==> src/rtl/riscv_types_pkg.sv <==
// Shared types for the branch resolve unit: prediction FIFO entry, predictor
// update bundle and default sizing.
package riscv_types_pkg;

  localparam int ADDR_WIDTH        = 32;
  localparam int DEFAULT_BRU_DEPTH = 8;

  typedef struct packed {
    logic [ADDR_WIDTH-1:0] pc;
    logic                  taken;
    logic [ADDR_WIDTH-1:0] target;
    logic                  btb_hit;
  } bru_pred_entry_t;

  typedef struct packed {
    logic                  update;
    logic [ADDR_WIDTH-1:0] pc;
    logic                  actual_taken;
    logic [ADDR_WIDTH-1:0] actual_target;
    logic                  is_branch;
    logic                  is_jal;
    logic                  is_jalr;
    logic [ADDR_WIDTH-1:0] jal_target;
  } bru_update_t;

endpackage

==> src/rtl/bru_pred_fifo.sv <==
// In-order FIFO of prediction records. A flush consumes the head and
// discards every younger entry; any push in the flushing cycle is dropped.
module bru_pred_fifo
  import riscv_types_pkg::*;
#(
  parameter int DEPTH = DEFAULT_BRU_DEPTH
) (
  input  logic            clk_i,
  input  logic            rst_ni,
  input  logic            push_i,
  input  bru_pred_entry_t entry_i,
  input  logic            pop_i,
  input  logic            flush_i,
  output logic            ready_o,
  output logic            empty_o,
  output bru_pred_entry_t head_o
);

  localparam int PTR_W = $clog2(DEPTH);
  localparam int CNT_W = PTR_W + 1;

  logic [PTR_W-1:0] wr_ptr_q, rd_ptr_q;
  logic [CNT_W-1:0] count_q;
  bru_pred_entry_t  mem_q [DEPTH];
  logic             do_push, do_pop;

  assign ready_o = (count_q != CNT_W'(DEPTH));
  assign empty_o = (count_q == '0);
  assign head_o  = mem_q[rd_ptr_q];
  assign do_push = push_i && ready_o && !flush_i;
  assign do_pop  = pop_i && !empty_o;

  always_ff @(posedge clk_i or negedge rst_ni) begin
    if (!rst_ni) begin
      // NOTE: sequential state always uses <= so every flop samples pre-edge values.
      wr_ptr_q <= '0;
      rd_ptr_q <= '0;
      count_q  <= '0;
    end else if (flush_i) begin
      rd_ptr_q <= rd_ptr_q + PTR_W'(1);
      wr_ptr_q <= rd_ptr_q + PTR_W'(1);
      count_q  <= '0;
    end else begin
      if (do_push) wr_ptr_q <= wr_ptr_q + PTR_W'(1);
      if (do_pop)  rd_ptr_q <= rd_ptr_q + PTR_W'(1);
      case ({do_push, do_pop})
        2'b10:   count_q <= count_q + CNT_W'(1);
        2'b01:   count_q <= count_q - CNT_W'(1);
        default: count_q <= count_q;
      endcase
    end
  end

  // NOTE: storage is not reset; count_q guards every read, so stale data is never used.
  always_ff @(posedge clk_i) begin
    if (do_push) mem_q[wr_ptr_q] <= entry_i;
  end

endmodule

==> src/rtl/branch_resolve_unit.sv <==
// Matches execute-side resolutions against buffered predictions, raising a
// redirect/flush on mispredict. Define BRANCH_RESOLVE_PERF_EN for perf counters.
module branch_resolve_unit
  import riscv_types_pkg::*;
#(
  parameter int DEPTH  = DEFAULT_BRU_DEPTH,
  parameter int ADDR_W = ADDR_WIDTH  // must equal ADDR_WIDTH; entries are package structs
) (
  input  logic              clk_i,
  input  logic              rst_ni,
  input  logic              pred_valid_i,
  output logic              pred_ready_o,
  input  logic [ADDR_W-1:0] pred_pc_i,
  input  logic              pred_taken_i,
  input  logic [ADDR_W-1:0] pred_target_i,
  input  logic              pred_btb_hit_i,
  input  logic              res_valid_i,
  input  logic              res_taken_i,
  input  logic [ADDR_W-1:0] res_target_i,
  input  logic              res_is_branch_i,
  input  logic              res_is_jal_i,
  input  logic              res_is_jalr_i,
  input  logic [ADDR_W-1:0] res_link_addr_i,
  output logic              redirect_o,
  output logic [ADDR_W-1:0] redirect_pc_o,
  output logic              update_o,
  output logic [ADDR_W-1:0] update_pc_o,
  output logic [ADDR_W-1:0] actual_target_o,
  output logic [ADDR_W-1:0] jal_target_o,
  output logic              actual_taken_o,
  output logic              is_branch_o,
  output logic              is_jal_o,
  output logic              is_jalr_o,
`ifdef BRANCH_RESOLVE_PERF_EN
  output logic [31:0]       perf_resolved_o,
  output logic [31:0]       perf_mispredict_o,
`endif
  output logic              empty_o,
  output logic              res_error_o
);

  bru_pred_entry_t push_entry, head;
  bru_update_t     upd_q;
  logic            fifo_empty, pop, eff_taken, mispredict;
  logic            redirect_q, res_error_q;
  logic [ADDR_W-1:0] redirect_pc_q;

  assign push_entry = '{pc: pred_pc_i, taken: pred_taken_i,
                        target: pred_target_i, btb_hit: pred_btb_hit_i};

  bru_pred_fifo #(.DEPTH(DEPTH)) u_fifo (
    .clk_i   (clk_i),
    .rst_ni  (rst_ni),
    .push_i  (pred_valid_i),
    .entry_i (push_entry),
    .pop_i   (res_valid_i),
    .flush_i (mispredict),
    .ready_o (pred_ready_o),
    .empty_o (fifo_empty),
    .head_o  (head)
  );

  // Jumps are unconditionally taken, whatever execute reports as direction.
  assign pop        = res_valid_i && !fifo_empty;
  assign eff_taken  = res_taken_i || res_is_jal_i || res_is_jalr_i;
  assign mispredict = pop && ((eff_taken != head.taken) ||
                              (eff_taken && (res_target_i != head.target)));

  always_ff @(posedge clk_i or negedge rst_ni) begin
    if (!rst_ni) begin
      upd_q         <= '0;
      redirect_q    <= 1'b0;
      redirect_pc_q <= '0;
      res_error_q   <= 1'b0;
    end else begin
      upd_q.update <= pop;
      redirect_q   <= mispredict;
      res_error_q  <= res_valid_i && fifo_empty;
      if (pop) begin
        upd_q.pc            <= head.pc;
        upd_q.actual_taken  <= eff_taken;
        upd_q.actual_target <= res_target_i;
        upd_q.is_branch     <= res_is_branch_i;
        upd_q.is_jal        <= res_is_jal_i;
        upd_q.is_jalr       <= res_is_jalr_i;
        upd_q.jal_target    <= res_link_addr_i;
        redirect_pc_q       <= eff_taken ? res_target_i : head.pc + ADDR_W'(4);
      end
    end
  end

  assign update_o        = upd_q.update;
  assign update_pc_o     = upd_q.pc;
  assign actual_taken_o  = upd_q.actual_taken;
  assign actual_target_o = upd_q.actual_target;
  assign is_branch_o     = upd_q.is_branch;
  assign is_jal_o        = upd_q.is_jal;
  assign is_jalr_o       = upd_q.is_jalr;
  assign jal_target_o    = upd_q.jal_target;
  assign redirect_o      = redirect_q;
  assign redirect_pc_o   = redirect_pc_q;
  assign res_error_o     = res_error_q;
  assign empty_o         = fifo_empty;

`ifdef BRANCH_RESOLVE_PERF_EN
  logic [31:0] perf_resolved_q, perf_mispredict_q;

  always_ff @(posedge clk_i or negedge rst_ni) begin
    if (!rst_ni) begin
      perf_resolved_q   <= '0;
      perf_mispredict_q <= '0;
    end else begin
      if (pop && (perf_resolved_q != 32'hFFFF_FFFF))
        perf_resolved_q <= perf_resolved_q + 32'd1;
      if (mispredict && (perf_mispredict_q != 32'hFFFF_FFFF))
        perf_mispredict_q <= perf_mispredict_q + 32'd1;
    end
  end

  assign perf_resolved_o   = perf_resolved_q;
  assign perf_mispredict_o = perf_mispredict_q;
`endif

endmodule
==> config.mk <==
export PLATFORM = sky130hd
export DESIGN_NAME = branch_resolve_unit
export DESIGN_NICKNAME = d
export VERILOG_FILES = /design/src/rtl/riscv_types_pkg.sv /design/src/rtl/bru_pred_fifo.sv /design/src/rtl/branch_resolve_unit.sv
export SDC_FILE = /design/constraint.sdc
export NUM_CORES = 1
export LEC_CHECK = 0
export ABC_AREA = 1
export CAP_MARGIN = 5
export CORE_MARGIN = 1
export CORE_UTILIZATION = 46
export CTS_CLUSTER_DIAMETER = 60
export DETAILED_ROUTE_END_ITERATION = 8
export PLACE_DENSITY = 0.69
export SYNTH_ARGS = -nofsm -noshare
export SYNTH_HDL_FRONTEND = slang
export SYNTH_SLANG_ARGS = --single-unit
==> constraint.sdc <==
create_clock -name clk_i -period 8.6 [get_ports clk_i]
set_input_delay 0.86 -clock clk_i [delete_from_list [all_inputs] [get_ports clk_i]]
set_output_delay 0.86 -clock clk_i [all_outputs]
set_load 0.02 [all_outputs]
---- After elaboration in Yosys (flattened, before gate mapping) ----
Memories as Yosys holds them, arrays and structs flattened.
Cells that the tools add are included.
word-level totals
  register bits ........................... 145
  bits in writable memories ............... 528
  input bits .............................. 138
  output and inout bits ................... 137
  word-level logic and storage cells ...... 49
  memories ................................ 1
cells by class
  $add $sub $neg .......................... 5
  equality and inequality tests ........... 5
  mux-type cells .......................... 9
  reduce and logical (&&, ||, !) cells .... 15
memory list
  memory        words  bits a word  read ports  clocked after Yosys merged registers in  wr ports  line                 source
  u_fifo.mem_q  8      66           1           0                                        1         bru_pred_fifo.sv:24  bru_pred_entry_t mem_q [DEPTH];
operator list
  cell                     count
  $add A32 B3 Y32 const B  1
  $mux W32                 1
  $ne A32 B32 Y1           1
  $mux W3                  4
  $pmux W4 S2              1
  $add A3 B1 Y3 const B    2
  $logic_and A1 B1 Y1      6
  $add A4 B1 Y4 const B    1
  $logic_not A4 Y1         1
  $mux W4                  1
  $ne A4 B4 Y1 const B     1
  $reduce_bool A2 Y1       2
  $sub A4 B1 Y4 const B    1
  $logic_or A1 B1 Y1       3
  $reduce_bool A3 Y1       1
  $eq A2 B1 Y1 const B     1
  $eq A2 B2 Y1 const B     1
  $logic_not A1 Y1         2
  $mux W1                  2
  $ne A1 B1 Y1             1

---- Logic depth before layout (Yosys ltp) ----
Gate-level depths: netlist of run 1.
  word-level depth ........................ 10
  mapped depth ............................ 30
  gate-level depth less buffers ........... 27

---- Hierarchy ----
Synthesis of run 1 repeated with hierarchy kept, for this count alone.
unflattened totals
  cells, all modules ...................... 2,527
  area total of the unflattened synthesis .. 27,691.6 µm²
by module, submodules not included
  module               times used  cells an instance  area an instance (µm²)  sequential area each (µm²)
  bru_pred_fifo        1           1,646              21,090.2                16,105.4
  branch_resolve_unit  1           881                6,601.3                 3,378.2

---- Least setup slack after synthesis of run 1 ----
No wires, ideal clock.
  kind .................................... register to register
  start point ............................. register u_fifo.rd_ptr_q[1]
  end point ............................... memory u_fifo.mem_q[0][10] (netlist name) (enable)
  setup time .............................. 0.488 ns
  arrival ................................. 4.802 ns
  data required time ...................... 8.112 ns
  setup slack ............................. 3.310 ns
  stages on the path, launching flop included .. 17
  path buffers ............................ 2
  period minus slack after synthesis ...... 5.290 ns
  cells stage by stage .................... dfrtp_1 > buf_4 > inv_4 > clkbuf_1 > nor2_1 > o21ai_0 > nand3_1 > nand2_1 > nand2_1 > nand2_1 > nand2_1 > nor2_1 > nand3_1 > o21bai_2 > nand2_2 > or2_4 > nor2_1
on the way
  longest elaborated chain between the ends .. 9
  elaborated cells on any way between the ends .. 10
  those cells by class .................... eq/ne (2); mux (2); reduce/logical (5); memory (1)
RTL lines
  item                               line                       source
  from (decl)                        bru_pred_fifo.sv:22        logic [PTR_W-1:0] wr_ptr_q, rd_ptr_q;
  from (signal assigned)             bru_pred_fifo.sv:40        rd_ptr_q <= rd_ptr_q + PTR_W'(1);
  from (signal assigned)             bru_pred_fifo.sv:45        if (do_pop) rd_ptr_q <= rd_ptr_q + PTR_W'(1);
  $mem_v2 Z8 W66 (*)                 -
  $ne A32 B32 Y1                     branch_resolve_unit.sv:67  (eff_taken && (res_target_i != head.target)));
  $logic_and A1 B1 Y1                branch_resolve_unit.sv:67
  $logic_or A1 B1 Y1 (*)             branch_resolve_unit.sv:66  assign mispredict = pop && ((eff_taken != head.taken) ||
  $logic_and A1 B1 Y1 (*)            branch_resolve_unit.sv:66
  $logic_not A1 Y1 (*)               bru_pred_fifo.sv:30        assign do_push = push_i && ready_o && !flush_i;
  $logic_and A1 B1 Y1 (*)            bru_pred_fifo.sv:30
  $mux W1 (*)                        bru_pred_fifo.sv:56        if (do_push) mem_q[wr_ptr_q] <= entry_i;
  $mux W1 (implied by the code) (*)  bru_pred_fifo.sv:56
  to (decl)                          bru_pred_fifo.sv:24
Mark *: on every way between the ends. The rest lies on a longest branch, timed or not.

---- Worst setup path after layout of run 1 ----
  start point ............................. register u_fifo.rd_ptr_q[0]
  end point ............................... memory u_fifo.mem_q[3][2] (netlist name) (enable)
Same word-level chain as after synthesis.

==> results of run 1 <==
worst register-to-register path: stages, from the launching register on:
cell and delay (ps):
dfrtp_4 830, buf_4 750, buf_4 620, nor2_1 140
nor2_1 90, o21ai_0 100, nand3_1 180, nand3_1 100
nand2_1 110, nand2_1 120, nor2_1 120, nand3_1 170
o21bai_2 370, nand2_2 150, inv_1 110, nand2_1 230
nor2_4 140, buf_4 610, buf_4 560
final timing paths:
kind                                startpoint  slack [ps]             endpoint  cells after the start
max                         u_fifo.rd_ptr_q[0]        2720   u_fifo.mem_q[3][2]                     18
max in group asynchronous               rst_ni        6910   actual_target_o[0]                      2
min in group clk_i         actual_target_o[11]         470  actual_target_o[11]                      2
min reg2reg                actual_target_o[11]         470  actual_target_o[11]                      2
max reg2reg                 u_fifo.rd_ptr_q[0]        2720   u_fifo.mem_q[3][2]                     18
min                                     rst_ni         320    redirect_pc_o[19]                      1
synthesized netlist by cell type (7+ instances only):
library cell and number:
nand4_1 10, buf_6 10, o211ai_1 17, nor2_1 323
o221ai_1 7, nand3b_1 7, clkbuf_1 40, inv_2 9
buf_2 46, inv_1 214, xor2_1 9, nand2_1 717
a21oi_1 7, dfrtp_1 145, o22ai_1 49, o21ai_0 216
o21ai_2 14, edfxtp_1 520, o21ai_1 54, nand3_1 163
buf_4 25
registers in the layout, indices dropped and copies added (netlist names):
name and count:
update_pc_o 32, u_fifo.rd_ptr_q 3, redirect_o 1, is_jalr_o 1
actual_taken_o 1, res_error_o 1, actual_target_o 32, is_jal_o 1
is_branch_o 1, jal_target_o 32, u_fifo.mem_q 520, update_o 1
u_fifo.wr_ptr_q 3, redirect_pc_o 32, u_fifo.count_q 4
cells by family after synthesis:
group,Yosys count
adder cells (fa/ha/maj),6
AO/OA/AOI/OAI,377
XOR/XNOR,10
AND/OR/NAND/NOR,1240
flip-flops,665
buffers and inverters,358
cells in the final DEF, fill, tap and decap left out, types with 2 or more instances in the layout:
| master | instances |
|---|---|
| a22oi_1 | 5 |
| nand3_1 | 163 |
| nand2_1 | 717 |
| clkinv_2 | 8 |
| nor3_1 | 6 |
| inv_1 | 212 |
| nand2_2 | 4 |
| dfrtp_4 | 2 |
| buf_4 | 25 |
| inv_6 | 7 |
| nor2_2 | 3 |
| o21ai_0 | 216 |
| nand4_1 | 10 |
| dfrtp_1 | 142 |
| o22ai_1 | 49 |
| o31ai_1 | 2 |
| clkinvlp_4 | 2 |
| clkdlybuf4s50_1 | 272 |
| o221ai_1 | 7 |
| o21ai_1 | 54 |
| ha_1 | 5 |
| inv_2 | 10 |
| clkbuf_1 | 23 |
| o211ai_1 | 17 |
| nor2_1 | 314 |
| buf_12 | 4 |
| a21oi_1 | 7 |
| a31oi_1 | 2 |
| o21ai_2 | 14 |
| diode_2 | 7 |
| nand3b_1 | 7 |
| clkinv_1 | 12 |
| clkbuf_16 | 75 |
| clkbuf_8 | 4 |
| xor2_1 | 9 |
| edfxtp_1 | 520 |
| bufinv_16 | 4 |
| nor2_4 | 12 |
area by class of cell:
class / instances / area share, %
sequential: 665 / 57.09
multi-input combinational: 1633 / 21.71
timing repair buffer: 302 / 8.902
clock buffer: 102 / 5.985
tap: 782 / 2.902
inverter: 227 / 2.564
clock inverter: 30 / 0.7866
antenna: 7 / 0.05195
per-layer routing:
layer | part of all wire, % | up-vias | GRT usage, % | wire [µm]
met2 | 47 | 933 | 40.96 | 37130
li1 | - | 9430 | - | -
met5 | 0.073 | - | 0 | 58
met1 | 41 | 9872 | 34.51 | 32750
met3 | 8.9 | 148 | 5.350 | 7105
met4 | 3.1 | 8 | 9.489 | 2445
report_power, final:
part | total (W) | switching [W] | internal [W]
registers | 0.00447 | 0.000366 | 0.00411
clock network | 0.00299 | 0.00123 | 0.00176
logic | 0.00481 | 0.00325 | 0.00156
total | 0.0123 | 0.00485 | 0.00743
stage by stage:
step | worst slack, ps | hold slack, ps | util, % | total power (W) | std cells
after floorplan | 3310 | 480.2 | - | 0.007513 | 2656
after global placement | 2904 | 452.0 | 52.05 | 0.009183 | 3609
after detailed placement | 2769 | 457.5 | 52.05 | 0.009299 | 3609
after CTS | 2755 | 355.7 | 55.84 | 0.01229 | 3741
after global routing | 2234 | 365.4 | 55.85 | 0.01296 | 3744
final | 2718 | 319.2 | 55.87 | 0.01227 | 3748
==> metrics.md, run 1 <==
| Metric | Value |
|---|---|
| Run status | `complete, no violations` |
| Starting density of the core | `roughly 47%` |
| Setup bufs post-CTS | `0` |
| #FFs+latches synth | `approximately 670` |
| Multi-input gate area | `between 7000 and 8000 µm²` |
| Power per cell area | `364.0 nW/µm²` |
| Clock slew at reported path FFs | `about 60 ps` |
| H-tree depth | `3` |
| Relative slew slack | `approximately 28%` |
| EDFF count, synth | `between 500 and 600` |
| Drt first pass iters | `6` |
| Post_cts resized | `0` |
| Maximum VDD drop | `between 0.2 and 0.25 mV` |
| CP most frequent cell | `buf_4` |
| Post-synthesis compound-gate area fraction | `~7.5%` |
| Fin. max-slew vios | `0` |
| Synth unique cells | `44` |
| Crit-path cells | `buf_4 > buf_4 > nor2_1 > nor2_1 > o21ai_0 > nand3_1 > nand3_1 > nand2_1 > nand2_1 > nor2_1 > nand3_1 > o21bai_2 > nand2_2 > inv_1 > nand2_1 > nor2_4 > buf_4 > buf_4` |
| Syn_nets | `between 2000 and 3000` |
| Main combinational cell family by area after synthesis | `simple AND/OR/NAND/NOR gates` |
| MaxCap Viol Count | `0` |
| RSZ-0062 raised after global routing | `no` |
| Buffer and inverter count on the worst path | `5` |
| Main synth FF type | `edfxtp_1` |
| Number of port buffers | `between 200 and 300` |
| Vias in the first global route | `between 15000 and 20000` |
| Post-Route WL | `just under 80 mm` |
| Sequential cell area | `slightly below 20000 µm²` |
| Fin crit period | `approximately 6000 ps` |
| Clk_skew | `between 20 and 30 ps` |
| Hold Buf Count CTS | `0` |
| Setup crit start kind | `flop` |
| Antenna-violating nets left | `0` |
| Worst Path Required | `roughly 8900 ps` |
| Slew at the pin closest to its max-slew limit | `1087 ps` |
| CTS tree | `yes` |
| First-pass GRT wire length | `119.3 mm` |
| DR WL/cell | `~21 µm` |
| Root Buffer | `clkbuf_16` |
| Post-DP HPWL | `between 40 and 50 mm` |
| Share of cells above drive strength 1 | `around 6.2%` |
| Multiplexer share of the synthesized area | `0%` |
| Xor-xnor portion of the synthesized cell area | `less than 1%` |
| Boundary pin count | `about 280` |
| Final nets | `3044` |
| Peak fanout along the critical path | `around 80` |
| Crit Path Class | `reg -> reg` |
| Worst Setup End Kind | `flop` |
| CTS max path bufs | `3` |
| Avg Cell Area, Syn | `about 11 µm²` |
| Largest net degree at the start of global routing | `~140` |
| Setup Total Neg Slack | `0 ps` |
| P_leak | `13.41 nW` |
| Post-Syn Instances | `2656` |
| DR vias/cell | `roughly 5.4` |
| Layout fillers | `approximately 5000` |
| Family with the most delay on the worst path | `buffers and inverters` |
| Post-Synth Adder-Cell Area | `less than 1%` |
| DR DRC count | `0` |
| Post-Syn Area | `28110 µm²` |
| Drt initial violations | `around 2300` |
| DP Area | `around 31000 µm²` |
| Final GP Congestion | `roughly 0.91` |
| Full die area | `between 60000 and 70000 µm²` |
| Fmax | `170.0 MHz` |
| Core Region | `between 60000 and 70000 µm²` |
| Critical Path Max Stage Delay | `roughly 830 ps` |
| Clock sinks | `665` |
| Placement Rows | `90` |
| Post-synth top area share | `between 50 and 60%` |
| Total number of vias | `20391` |
| Antenna violations before repair | `10` |
| Area contributors post-synth | `edfxtp_1, dfrtp_1, nand2_1` |
| Total CTS buffers | `around 70` |
| WP data arrival | `~6000 ps` |
| Simple-gate share of the synthesized area | `approximately 18%` |
| Share of the yosys chip area belonging to registers | `between 60% and 70%` |
| Fin crit share | `between 60 and 70%` |
| Gr usage total | `25.60%` |
| Ys Warns | `0` |
| Final Cell Area | `between 30000 and 40000 µm²` |
| Worst path slowest cell | `dfrtp_4` |
| Yosys top cell by area | `edfxtp_1` |
| Clk_lat worst skew | `between 600 and 700 ps` |
| Finish-stage setup viols | `0` |
| HP Class | `in -> async` |
| Die height | `around 250 µm` |
| Area grow syn2layout | `19.96%` |
| Ys async rst share | `a little over a fifth` |
| Die Wd | `roughly 250 µm` |
| Grt ovf | `0` |
| Final Hold Vio Count | `0` |
Note: power is estimated with default switching activity, not from simulation.
==> run 2: changes to the inputs <==
--- a/config.mk
+++ b/config.mk
@@ -11,7 +11,7 @@
 export CORE_UTILIZATION = 46
 export CTS_CLUSTER_DIAMETER = 60
 export DETAILED_ROUTE_END_ITERATION = 8
-export PLACE_DENSITY = 0.69
+export PLACE_DENSITY = 0.72
 export SYNTH_ARGS = -nofsm -noshare
 export SYNTH_HDL_FRONTEND = slang
 export SYNTH_SLANG_ARGS = --single-unit
==> constraint.sdc (replaced) <==
create_clock -name clk_i -period 4.9 [get_ports clk_i]
set_input_delay 0.49 -clock clk_i [delete_from_list [all_inputs] [get_ports clk_i]]
set_output_delay 0.49 -clock clk_i [all_outputs]
set_load 0.02 [all_outputs]
==> run 2 against run 1 <==
  * Sequential power increased by 74%
  * Clock power increased by 77%
  * Flip-flop and latch count unchanged
  * Largest power group unchanged
  * Final area increased by 0.97%
  * Count of clock-buffer cells in the layout decreased by 2
  * Fmax increased by 34%
  * Via count increased by 0.69%
  * Die area unchanged
  * Combinational power increased by 81%
  * Critical endpoint is now redirect_pc_o[22]
  * First-iteration DRC count decreased by 2.0%
==> metrics.md, run 2 (synthesis results as in run 1) <==
| Metric | Value |
|---|---|
| Slew at the pin closest to its max-slew limit | `about 1000 ps` |
| Largest register FFs | `520` |
| Most frequent cells in the layout | `nand2_1, edfxtp_1, nor2_1, clkdlybuf4s50_1, o21ai_0` |
| P_leak | `about 14 nW` |
| DP Area | `between 30000 and 40000 µm²` |
| Fin. max-slew vios | `0` |
| WP data arrival | `between 4000 and 5000 ps` |
| Switch share | `39.08%` |
| Relative slew slack | `a little under a third` |
| Worst reg2reg path depth | `18` |
| DR WL/cell | `about 21 µm` |
| Fin crit share | `between 80 and 90%` |
| MaxCap Viol Count | `0` |
| H-tree depth | `3` |
| Run status | `complete, no violations` |
| Total number of vias | `slightly above 20000` |
| Drt initial violations | `roughly 2200` |
| Power per cell area | `638.4 nW/µm²` |
| Worst Path Required | `around 5400 ps` |
| Die Wd | `between 200 and 250 µm` |
| Internal power | `approximately 0.013 W` |
| Final GP Congestion | `roughly 0.9` |
| Clock sinks | `665` |
| Largest net degree at the start of global routing | `about 150` |
| Placement Rows | `90` |
| HP Class | `in -> async` |
| First-pass GRT wire length | `~120 mm` |
| CTS tree | `yes` |
| CP startpoint | `u_fifo.rd_ptr_q[0]` |
| Setup bufs post-CTS | `0` |
| Vias in the first global route | `19919` |
| Antenna-violating nets left | `0` |
| Reg-to-reg slack, setup | `~500 ps` |
| Post-Route WL | `~80 mm` |
| Largest reg by FF count | `u_fifo.mem_q` |
| Clk_lat worst skew | `between 600 and 700 ps` |
| FF-to-FF Start | `u_fifo.rd_ptr_q[0]` |
| Grt ovf | `0` |
| Setup Total Neg Slack | `0 ps` |
| Post_cts resized | `0` |
| Share of cells above drive strength 1 | `between 6 and 7%` |
| Post-DP HPWL | `just over 50 mm` |
| Inst Count DP | `between 3000 and 4000` |
| Clk_skew | `between 20 and 25 ps` |
| Die height | `about 250 µm` |
| Finish-stage setup viols | `0` |
| DR DRC count | `0` |
| Number of port buffers | `between 200 and 300` |
| Clock slew at reported path FFs | `around 60 ps` |
| Antenna violations before repair | `11` |
| Final Hold Vio Count | `0` |
| Final Power | `between 0.02 and 0.025 W` |
| Fin crit period | `about 4400 ps` |
| Sequential share of power | `between 30% and 40%` |
| Core Region | `between 60000 and 70000 µm²` |
| Gr usage total | `between 20% and 30%` |
| CTS max path bufs | `3` |
| Final Cell Area | `between 30000 and 40000 µm²` |
| Worst Setup End Kind | `flop` |
| Layout fillers | `~4900` |
| Post-Layout Cell Count | `3759` |
| DR vias/cell | `5.462` |
| Root Buffer | `clkbuf_16` |
| Reg-to-reg endpoint | `redirect_pc_o[22]` |
| Crit Path Class | `reg -> reg` |
| Critical path endpoint | `redirect_pc_o[22]` |
| Total CTS buffers | `69` |
| Commonest non-fill, non-tap cell in the layout | `nand2_1` |
| Area grow syn2layout | `21.13%` |
| Setup crit start kind | `flop` |
| Final nets | `3059` |
| Power share of the clock group | `24.3%` |
| Hold Buf Count CTS | `0` |
| Peak fanout along the critical path | `96` |
| Full die area | `62100 µm²` |
| Switch Pwr | `between 0.008 and 0.009 W` |
| Maximum VDD drop | `approximately 0.64 mV` |
| Combinational share of power | `about two fifths` |
| Starting density of the core | `between 40% and 50%` |
| Boundary pin count | `~280` |
| Drt first pass iters | `5` |
| Fmax | `roughly 230 MHz` |
| RSZ-0062 raised after global routing | `no` |
==> run 2: worst max-delay path, cell delays in order, from the launching register on <==
cell	delay, ps
dfrtp_4	620
buf_4	770
nor2_1	120
nor2_1	110
o21ai_0	90
o21ai_1	90
nand2_1	90
nand2_1	190
ha_1	190
inv_1	40
nor2_1	300
nand3_1	250
inv_2	140
nand2_1	80
nor2_1	180
nand2_1	140
o311ai_1	500
buf_4	220
nand2_1	50
==> run 2: per-layer routing <==
layer	vias to the layer above	global-route usage, %	share of wire [%]
li1	9452	-	-
met1	9900	33.01	39
met2	999	41.28	47
met3	169	5.747	9.8
met4	12	11.66	3.7
met5	-	0	0.089
==> run 2: worst min path at each step <==
stage                      from                end  slack, ps  cells past startpoint
2_1_floorplan            rst_ni     actual_taken_o        190                      0
3_3_place_gp        is_branch_o        is_branch_o        450                      2
3_5_place_dp   jal_target_o[27]   jal_target_o[27]        460                      2
4_1_cts                  rst_ni  u_fifo.count_q[2]         80                      1
5_1_grt                  rst_ni   jal_target_o[13]        110                      1
6_report                 rst_ni    jal_target_o[2]         30                      1
==> run 2: area by class of cell <==
type	count	area [µm²]	share of cell area [%]
diodes	8	20.02	0.05880
repair buffers	319	3304	9.705
clock buffers	100	2041	5.994
well taps	782	978.4	2.874
clock inverters	25	265.3	0.7791
multi-input cells	1633	7322	21.51
flip-flops and latches	665	19250	56.54
inverters	227	864.6	2.539
==> run 2: through the flow <==
stage / hold slack (ps) / worst slack, ps / util, %
after detailed placement: 458.5 / 571.3 / 52.56
after global placement: 451.6 / 634.5 / 52.56
after CTS: 80.05 / 547.0 / 56.38
final: 28.11 / 512.7 / 56.41
after floorplan: 194.4 / -390.3 / -
after global routing: 112.3 / 208.2 / 56.39
==> run 2: power by group through the flow <==
stage | logic (W) | registers, W | clock network [W]
6_report | 0.00869 | 0.00777 | 0.00528
5_1_grt | 0.00944 | 0.00786 | 0.00558
4_1_cts | 0.00865 | 0.00777 | 0.00535
3_5_place_dp | 0.00861 | 0.00787 | 0
3_3_place_gp | 0.00840 | 0.00782 | 0
2_1_floorplan | 0.00478 | 0.00840 | 0
==> patch, RTL diff (flow settings as in run 1) <==
Set the package constant `ADDR_WIDTH` to 24 (it was 32).
--- a/src/rtl/riscv_types_pkg.sv
+++ b/src/rtl/riscv_types_pkg.sv
@@ -4,3 +4,3 @@
 
-  localparam int ADDR_WIDTH        = 32;
+  localparam int ADDR_WIDTH        = 24;
   localparam int DEFAULT_BRU_DEPTH = 8;
Interface: changed (8 resized); port bits go from 275 to 211. No check against the original RTL was run, so the function may have changed too.
==> patch against run 1 <==
Sequential cell count fell by 160. Worst setup slack improved by 0.39 ns. Power decreased by 27%. Wire length fell by 30%. Die area is 24% lower. Critical path depth shrank 1. Hold slack better by 0.0044 ns. First-iteration DRC count decreased by 22%. Cell count decreased by 25%. Via count shrank 26%. Area after synthesis down 24%. Cell area fell by 25%. Critical path type unchanged. Critical endpoint is now u_fifo.mem_q[3][31]. Largest power group unchanged.
==> patch: results (changes against run 1) <==
status=finished, final reports clean; Max stage delay cell, worst path=nor2_4; clock latency on the worst-skew pair=0.59 ns (-0.03 ns); period utilization=63.86% (-4.5 points); Avg WL per Cell=19.80 um (-6.6%); critical path arrival=5.72 ns (-0.41 ns); vias per cell=5.368 (-1.3%); Setup Slack @ Placement=3.183 ns (+0.4133 ns); Synth async-reset ratio=22.38% (+0.57 points); # port buffers=209 (-23%); Ys Warns=0 (unchanged); worst relative slew slack=22.00% (-5.5 points); synth top area cells=edfxtp_1, dfrtp_1, nand2_1, nor2_1, o21ai_0; Total GRT Usage=23.84% (-1.8 points); crit-path max FO=53 (-32%); NumNets Final=2,295 (-25%); Largest register FFs=392 (-25%); Iter 0 DRT Violations=1,770 (-22%); vias in the first global route=14,436 (-27%); Routability Congestion=0.9011 (-0.58%); layout cells sized above 1=5.983% (-0.17 points); H-Tree Level Count=2 (-1); Worst Skew=0.01462 ns (-0.01346 ns); Post-synth EDFFs=392 (-25%); initial antenna violation count=7 (-3); most frequent cells after synthesis=nand2_1, edfxtp_1, nor2_1; total nets after synthesis=2,113 (-25%); DP Wirelength=33,960 um (-31%); Synth Instances=2,001 (-25%); Filler cells=3,795 (-24%); Synth cell types=41 (-6.8%); Placed Cells incl. Taps=2,731 (-24%); final WL=55,940 um (-30%); Num CTS Buffers=50 (-30%); drt first pass iters=5 (-1)
-- patch: area by class of cell --
class | count | area [sq um] | share of cell area [%]
diodes | 2 | 5.005 | 0.01974
clock buffers | 68 | 1413 | 5.573
clock inverters | 24 | 120.1 | 0.4738
inverters | 152 | 578.1 | 2.280
multi-input cells | 1246 | 5645 | 22.27
flip-flops and latches | 505 | 14610 | 57.62
well taps | 600 | 750.7 | 2.962
repair buffers | 228 | 2232 | 8.806
-- patch: metrics by stage --
step                utilization [%]  instance area [sq um]  hold WS [ns]
floorplan                         -                  21310        0.4802
global placement              52.25                  23810        0.4522
detailed placement            52.25                  23810        0.4588
CTS                           55.61                  25340        0.3395
global route                  55.61                  25350        0.3736
finish                        55.62                  25350        0.3236
-- patch: power breakdown --
part | internal, mW | switching, mW | total [mW]
registers | 3.11 | 0.274 | 3.39
clock network | 1.15 | 0.880 | 2.03
logic | 1.17 | 2.42 | 3.59
total | 5.43 | 3.57 | 9.00
-- patch: logic make-up after synthesis --
logic type      Yosys count  synth area share (%)
compound gates          283                 7.394
xor+xnor                  7                0.2878
fa+ha+maj                 6                0.3876
buf+inv                 250                 5.321
flops                   505                 68.52
simple gates            950                 18.09
-- patch: worst paths after layout --
kind,start,to,cells past startpoint
setup / recovery,u_fifo.rd_ptr_q[1],u_fifo.mem_q[3][31],17
hold / removal,rst_ni,jal_target_o[11],1
setup reg to reg,u_fifo.rd_ptr_q[1],u_fifo.mem_q[3][31],17
hold reg to reg,actual_target_o[12],actual_target_o[12],2
max in group asynchronous,rst_ni,u_fifo.rd_ptr_q[0],2
min in group clk_i,actual_target_o[12],actual_target_o[12],2
-- patch: metal layers --
layer / share of wire, % / GRT usage (%) / up-vias / wire length, um
met5: 0.11 / 0 / - / 59
met4: 2.9 / 8.638 / 10 / 1610
met3: 8.9 / 4.640 / 92 / 4982
met2: 47 / 39.29 / 641 / 26460
met1: 41 / 31.40 / 7321 / 22830
li1: - / - / 7102 / -
-- patch: critical path: cells and delay by family (launching register included) --
kind / cells / cell delay, ns
AND/OR/NAND/NOR: 11 / 2.18
buffers and inverters: 4 / 1.82
flip-flops: 1 / 0.72
AO/OA/AOI/OAI: 2 / 0.33
